[src/rtl/decode_stage_pkg.sv]
// ---------------------------------------------------------------------------
// decode_stage_pkg
//   Shared definitions for the ID stage of the 16-bit pipelined core:
//   datapath/register-ID widths, opcode map, immediate kinds, the decoded
//   instruction bundle and the ID/EX pipeline-register layout.
//   No ports (package).
// ---------------------------------------------------------------------------
package decode_stage_pkg;

  localparam int DW = 16;  // datapath width
  localparam int RW = 4;   // register-ID width (16 GPRs)

  typedef enum logic [3:0] {
    OP_ADD    = 4'h0,
    OP_SUB    = 4'h1,
    OP_XOR    = 4'h2,
    OP_RED    = 4'h3,
    OP_SLL    = 4'h4,
    OP_SRA    = 4'h5,
    OP_ROR    = 4'h6,
    OP_PADDSB = 4'h7,
    OP_LW     = 4'h8,
    OP_SW     = 4'h9,
    OP_LLB    = 4'hA,
    OP_LHB    = 4'hB,
    OP_B      = 4'hC,
    OP_BR     = 4'hD,
    OP_PCS    = 4'hE,
    OP_HLT    = 4'hF
  } opcode_e;

  typedef enum logic [2:0] {
    IMM_NONE,    // 0
    IMM_MEM,     // sext(instr[3:0]) << 1
    IMM_SHIFT,   // zext(instr[3:0])
    IMM_BYTE,    // zext(instr[7:0])
    IMM_BRANCH   // sext(instr[8:0]) << 1
  } imm_kind_e;

  // Output of the combinational instruction decoder.
  typedef struct packed {
    logic [RW-1:0] src1;    // read ID 1 (0 when not used)
    logic [RW-1:0] src2;    // read ID 2 (0 when not used)
    logic          use1;    // src1 is a real operand dependency
    logic          use2;    // src2 is a real operand dependency
    logic [DW-1:0] imm;
    logic          regwr;
    logic          memrd;
    logic          memwr;
    logic          halt;
  } dec_t;

  // ID/EX pipeline register contents. All-zero is a bubble.
  typedef struct packed {
    logic          valid;
    logic [3:0]    op;
    logic [RW-1:0] rd;
    logic [RW-1:0] rs;
    logic [RW-1:0] rt;
    logic [DW-1:0] a;
    logic [DW-1:0] b;
    logic [DW-1:0] imm;
    logic [DW-1:0] pc2;
    logic          regwr;
    logic          memrd;
    logic          memwr;
    logic          halt;
  } idex_t;

  // Only the low nine instruction bits ever feed an immediate.
  function automatic logic [DW-1:0] build_imm(input imm_kind_e kind,
                                              input logic [8:0] lo);
    logic [DW-1:0] imm;
    imm = '0;
    case (kind)
      IMM_MEM:    imm = {{(DW-5){lo[3]}}, lo[3:0], 1'b0};
      IMM_SHIFT:  imm = {{(DW-4){1'b0}}, lo[3:0]};
      IMM_BYTE:   imm = {{(DW-8){1'b0}}, lo[7:0]};
      IMM_BRANCH: imm = {{(DW-10){lo[8]}}, lo[8:0], 1'b0};
      default:    imm = '0;
    endcase
    return imm;
  endfunction

endpackage

[src/rtl/decode_stage_instr_decode.sv]
// ---------------------------------------------------------------------------
// decode_stage_instr_decode
//   Purely combinational decoder: instruction word -> register read IDs,
//   used-source flags, decoded immediate and control bits.
// Ports
//   i_instr  in   16   instruction word
//   o_dec    out  dec_t  decoded bundle (see decode_stage_pkg)
// ---------------------------------------------------------------------------
module decode_stage_instr_decode
  import decode_stage_pkg::*;
(
  input  logic [DW-1:0] i_instr,
  output dec_t          o_dec
);

  opcode_e       w_op;
  logic [RW-1:0] w_rd;
  logic [RW-1:0] w_rs;
  logic [RW-1:0] w_rt;
  imm_kind_e     w_kind;

  assign w_op = opcode_e'(i_instr[15:12]);
  assign w_rd = i_instr[11:8];
  assign w_rs = i_instr[7:4];
  assign w_rt = i_instr[3:0];

  always_comb begin
    o_dec       = '0;
    o_dec.src1  = w_rs;
    o_dec.src2  = w_rt;
    o_dec.use1  = 1'b1;
    o_dec.use2  = 1'b1;
    w_kind      = IMM_NONE;

    case (w_op)
      OP_ADD, OP_SUB, OP_XOR, OP_RED, OP_PADDSB: begin
        o_dec.regwr = 1'b1;
      end
      // The rt field of a shift is the shift amount, not a register.
      OP_SLL, OP_SRA, OP_ROR: begin
        o_dec.regwr = 1'b1;
        o_dec.use2  = 1'b0;
        w_kind      = IMM_SHIFT;
      end
      OP_LW: begin
        o_dec.regwr = 1'b1;
        o_dec.memrd = 1'b1;
        o_dec.use2  = 1'b0;
        w_kind      = IMM_MEM;
      end
      // Store data comes from rd, so it is read through port 2.
      OP_SW: begin
        o_dec.memwr = 1'b1;
        o_dec.src2  = w_rd;
        w_kind      = IMM_MEM;
      end
      // Byte loads merge into the old rd value, so rd is read on port 1.
      OP_LLB, OP_LHB: begin
        o_dec.regwr = 1'b1;
        o_dec.src1  = w_rd;
        o_dec.use2  = 1'b0;
        w_kind      = IMM_BYTE;
      end
      OP_B: begin
        o_dec.use1  = 1'b0;
        o_dec.use2  = 1'b0;
        w_kind      = IMM_BRANCH;
      end
      OP_BR: begin
        o_dec.use2  = 1'b0;
      end
      OP_PCS: begin
        o_dec.regwr = 1'b1;
        o_dec.use1  = 1'b0;
        o_dec.use2  = 1'b0;
      end
      OP_HLT: begin
        o_dec.halt  = 1'b1;
        o_dec.use1  = 1'b0;
        o_dec.use2  = 1'b0;
      end
      default: begin
        o_dec.use1  = 1'b0;
        o_dec.use2  = 1'b0;
      end
    endcase

    // Unused ports read R0 so they never look like a dependency downstream.
    if (!o_dec.use1) o_dec.src1 = '0;
    if (!o_dec.use2) o_dec.src2 = '0;

    // R0 is hard-wired; a write to it is architecturally a no-op.
    if (w_rd == '0) o_dec.regwr = 1'b0;

    o_dec.imm = build_imm(w_kind, i_instr[8:0]);
  end

endmodule

[src/rtl/decode_stage.sv]
// ---------------------------------------------------------------------------
// decode_stage
//   ID stage of the 16-bit pipelined core. Decodes the IF/ID instruction,
//   drives register-file read IDs, captures the read data into the ID/EX
//   register, detects load-use hazards, applies flush/hold, and latches HLT.
// Ports
//   clk, rst            clock; synchronous active-low reset
//   if_id_valid/instr/pc2   IF/ID slot contents
//   flush               taken branch in EX: kill ID, load a bubble
//   hold                MEM stall: freeze ID/EX
//   rf_src1/2, rf_data1/2   register-file read IDs / data
//   stall               freeze PC and IF/ID (combinational)
//   ex_*                ID/EX register contents
//   halted              HLT has passed through ID
// ---------------------------------------------------------------------------
module decode_stage
  import decode_stage_pkg::*;
(
  input  logic          clk,
  input  logic          rst,
  input  logic          if_id_valid,
  input  logic [DW-1:0] if_id_instr,
  input  logic [DW-1:0] if_id_pc2,
  input  logic          flush,
  input  logic          hold,
  output logic [RW-1:0] rf_src1,
  output logic [RW-1:0] rf_src2,
  input  logic [DW-1:0] rf_data1,
  input  logic [DW-1:0] rf_data2,
  output logic          stall,
  output logic          ex_valid,
  output logic [3:0]    ex_op,
  output logic [RW-1:0] ex_rd,
  output logic [RW-1:0] ex_rs,
  output logic [RW-1:0] ex_rt,
  output logic [DW-1:0] ex_a,
  output logic [DW-1:0] ex_b,
  output logic [DW-1:0] ex_imm,
  output logic [DW-1:0] ex_pc2,
  output logic          ex_regwr,
  output logic          ex_memrd,
  output logic          ex_memwr,
  output logic          ex_halt,
  output logic          halted
);

  localparam logic [0:0] ST_RUN    = 1'b0;
  localparam logic [0:0] ST_HALTED = 1'b1;

  dec_t                w_dec;
  idex_t               r_idex;
  idex_t               w_idex_next;
  logic [0:0]          r_state;
  logic [0:0]          w_state_next;
  logic [1:0][RW-1:0]  w_src;
  logic [1:0]          w_use;
  logic [1:0]          w_hit;
  logic                w_loaduse;
  logic                w_load_bubble;

  decode_stage_instr_decode u_dec (
    .i_instr (if_id_instr),
    .o_dec   (w_dec)
  );

  assign rf_src1 = w_dec.src1;
  assign rf_src2 = w_dec.src2;

  assign w_src[0] = w_dec.src1;
  assign w_src[1] = w_dec.src2;
  assign w_use[0] = w_dec.use1;
  assign w_use[1] = w_dec.use2;

  // One comparator per read port against the load sitting in ID/EX.
  genvar gi;
  generate
    for (gi = 0; gi < 2; gi++) begin : g_hit
      assign w_hit[gi] = w_use[gi] & (w_src[gi] == r_idex.rd);
    end
  endgenerate

  // A load to R0 never produces a usable value, so it cannot cause a hazard.
  assign w_loaduse = if_id_valid & r_idex.valid & r_idex.memrd &
                     (r_idex.rd != '0) & (|w_hit);

  // Once halted, nothing else may enter EX.
  assign w_load_bubble = ~if_id_valid | w_loaduse | (r_state == ST_HALTED);

  // Flush wins over everything: IF must go fetch the branch target.
  assign stall = ~flush & (hold | (r_state == ST_HALTED) | w_loaduse);

  always_comb begin
    w_idex_next  = r_idex;
    w_state_next = r_state;
    if (flush) begin
      w_idex_next = '0;
    end else if (!hold) begin
      if (w_load_bubble) begin
        w_idex_next = '0;
      end else begin
        w_idex_next.valid = 1'b1;
        w_idex_next.op    = if_id_instr[15:12];
        w_idex_next.rd    = if_id_instr[11:8];
        w_idex_next.rs    = w_dec.src1;
        w_idex_next.rt    = w_dec.src2;
        w_idex_next.a     = rf_data1;
        w_idex_next.b     = rf_data2;
        w_idex_next.imm   = w_dec.imm;
        w_idex_next.pc2   = if_id_pc2;
        w_idex_next.regwr = w_dec.regwr;
        w_idex_next.memrd = w_dec.memrd;
        w_idex_next.memwr = w_dec.memwr;
        w_idex_next.halt  = w_dec.halt;
        if (w_dec.halt) w_state_next = ST_HALTED;
      end
    end
  end

  always_ff @(posedge clk) begin
    if (!rst) begin
      r_idex  <= '0;
      r_state <= ST_RUN;
    end else begin
      r_idex  <= w_idex_next;
      r_state <= w_state_next;
    end
  end

  assign ex_valid = r_idex.valid;
  assign ex_op    = r_idex.op;
  assign ex_rd    = r_idex.rd;
  assign ex_rs    = r_idex.rs;
  assign ex_rt    = r_idex.rt;
  assign ex_a     = r_idex.a;
  assign ex_b     = r_idex.b;
  assign ex_imm   = r_idex.imm;
  assign ex_pc2   = r_idex.pc2;
  assign ex_regwr = r_idex.regwr;
  assign ex_memrd = r_idex.memrd;
  assign ex_memwr = r_idex.memwr;
  assign ex_halt  = r_idex.halt;
  assign halted   = (r_state == ST_HALTED);

endmodule

[config.mk]
export PLATFORM = sky130hd
export DESIGN_NAME = decode_stage
export DESIGN_NICKNAME = d
export VERILOG_FILES = /design/src/rtl/decode_stage_pkg.sv /design/src/rtl/decode_stage_instr_decode.sv /design/src/rtl/decode_stage.sv
export SDC_FILE = /design/constraint.sdc
export NUM_CORES = 1
export LEC_CHECK = 0
export CAP_MARGIN = 20
export CORE_MARGIN = 3
export CORE_UTILIZATION = 44
export CTS_BUF_LIST = sky130_fd_sc_hd__clkbuf_8 sky130_fd_sc_hd__clkbuf_16
export DETAILED_ROUTE_END_ITERATION = 7
export GPL_ROUTABILITY_DRIVEN = 0
export GPL_TIMING_DRIVEN = 1
export PLACE_DENSITY = 0.78
export SLEW_MARGIN = 20
export SYNTH_ARGS = -nofsm -noshare
export SYNTH_HDL_FRONTEND = slang
export SYNTH_SLANG_ARGS = --single-unit
[constraint.sdc]
create_clock -name clk -period 2.5 [get_ports clk]
set_clock_uncertainty 0.15 [all_clocks]
set_input_delay 0.25 -clock clk [delete_from_list [all_inputs] [get_ports clk]]
set_output_delay 0.25 -clock clk [all_outputs]
set_load 0.02 [all_outputs]
==> results.cfg <==
[routing]
route.met2.wl_um = 6600
routed.top_layer = met4
ant_nets = 0
drt-met1-wl_um = 5550
routed_wl_um = 13400
drc = 0
via_per_inst = 5.71
wl_per_cell_um = 17.2
dr.first_iter.drc_count = 261
wl_met3_um = 925
vias = 4443
firstDrtPassIters = 5

[sta]
relSlewSlack = 0.737
worst_pin_slew_ns = 0.395
fmax_ghz = 0.400
period_needed_ns = 2.50
finalHoldViolCount = 0
fin_tns_setup_ns = 0
layout_worst_path_cycle_share = 0.999
final_max_slew_viol_count = 0
rsz0062_at_grt = yes
finalSetupViolCount = 0

[setup_path]
worst-r2r-cell-count = 7
crit_type = primary input to output port
cp_max_fo = 6
path_cells = clkdlybuf4s50_1 > nor2b_1 > a221o_1 > xnor2_1 > nand4_2 > o21ai_4 > o2bb2ai_2 > buf_6
critPathArrivalTime_ns = 2.10
worstPathRequired_ns = 2.10
crit_path_start_kind = primary input
worst_setup_path_end_kind = output port
crit_path_max_incr_delay_ns = 0.53
crit_slowest_cell = clkdlybuf4s50_1

[floorplanning]
dieWidth_um = 102
core_um2 = 8850
die_h_um = 102
boundaryPins = 164
start_util = 0.461
rows = 34
die_area_um2 = 10500

[pwr]
ir_drop_mv = 0.290
powerDensity_nw_per_um2 = 467
clock_power_share = 0.287
pwr-share-comb = 0.254
power.switching_mw = 0.904
p_int_mw = 2.03
swShare = 0.308
p_leak_nw = 2.31
p_seq_frac = 0.459

[layout]
final_cell_mix = 151 x clkdlybuf4s50_1, 82 x nand2_1, 80 x dfxtp_1, 74 x a22oi_1, 53 x buf_4
fin_area_um2 = 6280
stdcell_count = 778
fill_cells = 706
nNetsFinal = 735
final_common_cell = clkdlybuf4s50_1
multiInputGateArea_um2 = 2200
area_growth_syn_to_layout_pct = 54.0
diodes = 0
seq_area_um2 = 1600
drive_gt1_frac = 0.178

[clock_tree]
cts_buffers = 9
cts_sinks = 80
cts_tree = built
clock-root-buffer = clkbuf_8
clk_latency_ns = 0.35
clockBufferDepth = 2
htreeDepth = 3
clk_pin_slew_ns = 0.09
hold_buffers = 0

[synthesis]
synthCells = 481
ys.flop_type = dfxtp_1
seq_area_frac_synth = 0.392
synth_edf_count = 0
ys_ff_latch = 80
synth.distinct_cells = 55
ys_warn_count = 0
syn-num-nets = 550
syn_area_per_cell_um2 = 8.49
netlist.area_leader.share = 0.392
synthArstFlopShare = 0
yosysTopAreaCell = dfxtp_1
syn_area_um2 = 4080
ys_top_cells_by_area = dfxtp_1 39%, a22oi_1 14%, nand2_1 7.5%

[run_status]
status = completed

[global_route]
grt_pass1_vias = 4311
grt_max_degree = 42
track_usage = 0.254
antenna_found_initial = 0
grt_first_pass_wirelength_um = 21200
grt-ovfl-total = 0

[place]
dp_cells = 761
dp_hpwl_um = 9840
numPortBuffers = 163
place_area_um2 = 6050

[run]
cap_violations = 0

[min_path]
hp-class = primary input to register
hold_path_depth = 3
power groups by stage:
stage	Clock (mW)	Combinational [mW]	Sequential (mW)
after floorplan	0	0.293	1.43
after global placement	0	0.704	1.38
after detailed placement	0	0.716	1.38
after CTS	0.860	0.742	1.35
after global routing	0.905	0.795	1.35
final	0.842	0.747	1.35
sequential cells by signal (all words and copies together), names as in the netlist:
name and count:
ex_valid 1, ex_rt 4, ex_regwr 1, ex_pc2 16
ex_b 16, ex_op 4, ex_rs 4, ex_memrd 1
ex_rd 4, ex_imm 10, ex_halt 1, ex_a 16
halted 1, ex_memwr 1
through the flow:
| step | setup slack, ns | util | power (mW) | hold WS (ns) |
|---|---|---|---|---|
| floorplan | 0.0650 | - | 1.73 | 0.222 |
| detailed placement | -0.624 | 0.684 | 2.09 | 0.309 |
| finish | 0.00196 | 0.710 | 2.94 | 0.322 |
| CTS | -0.0548 | 0.706 | 2.95 | 0.308 |
| global route | -0.0258 | 0.710 | 3.06 | 0.325 |
| global placement | -0.576 | 0.684 | 2.08 | 0.302 |
layout make-up:
class	instances	area share
multi-input combinational	346	0.351
timing repair buffer	223	0.344
sequential	80	0.255
tap	108	0.0215
clock buffer	9	0.0197
clock inverter	6	0.00597
inverter	6	0.00358
worst max-delay path, delay by kind of cell:
| family | cells | cell delay (ns) |
|---|---|---|
| simple gates | 2 | 0.36 |
| compound gates | 3 | 0.63 |
| buf+inv | 2 | 0.67 |
| xor+xnor | 1 | 0.19 |
Yosys cell counts (2+ instances only):
| library cell | count |
|---|---|
| buf_6 | 8 |
| nor3_1 | 3 |
| buf_1 | 2 |
| o21ai_0 | 41 |
| nand2_1 | 82 |
| clkbuf_1 | 24 |
| o21ai_1 | 9 |
| xnor2_1 | 5 |
| o21ai_2 | 32 |
| dfxtp_1 | 80 |
| a32o_1 | 2 |
| nand3b_1 | 2 |
| a22oi_1 | 74 |
| buf_4 | 7 |
| nand2b_1 | 9 |
| nor3b_1 | 6 |
| clkbuf_2 | 3 |
| a21oi_1 | 11 |
| a32oi_1 | 6 |
| a21boi_0 | 2 |
| a311o_1 | 2 |
| buf_2 | 5 |
| and2_1 | 4 |
| nor2b_1 | 11 |
| nand3_1 | 5 |
| inv_1 | 6 |
| and3_1 | 2 |
| nor2_1 | 6 |
| o211ai_1 | 4 |
| a221o_1 | 2 |
| nor4bb_1 | 2 |
path summary, 6_finish.rpt:
check,from,end,slack [ns]
setup / recovery,if_id_instr[0],stall,0.002
hold reg to reg,ex_halt,ex_halt,0.33
setup reg to reg,ex_rd[1],ex_imm[0],0.28
hold / removal,if_id_pc2[1],ex_pc2[1],0.32
cell families after synthesis:
logic type	Yosys count	share of synthesized area
buffers and inverters	55	0.0742
DFF	80	0.392
xor gates and xnor gates	5	0.0107
AOI/OAI and AO/OA	197	0.347
and+or+nand+nor	144	0.176
timing repair:
item | 4_1_cts | 5_1_grt
resized for setup | 15 | 10
setup endpoints to repair | 68 | 11
pin swaps | 3 | 11
cloned | 1 | 0
setup buffers | 1 | 0
routing by layer:
metal / track usage / vias to the layer above
li1: - / 2131
met1: 0.320 / 2125
met2: 0.421 / 159
met3: 0.0608 / 28
met4: 0.0979 / 0
met5: 0 / -
Note: power is estimated with default switching activity, not from simulation.
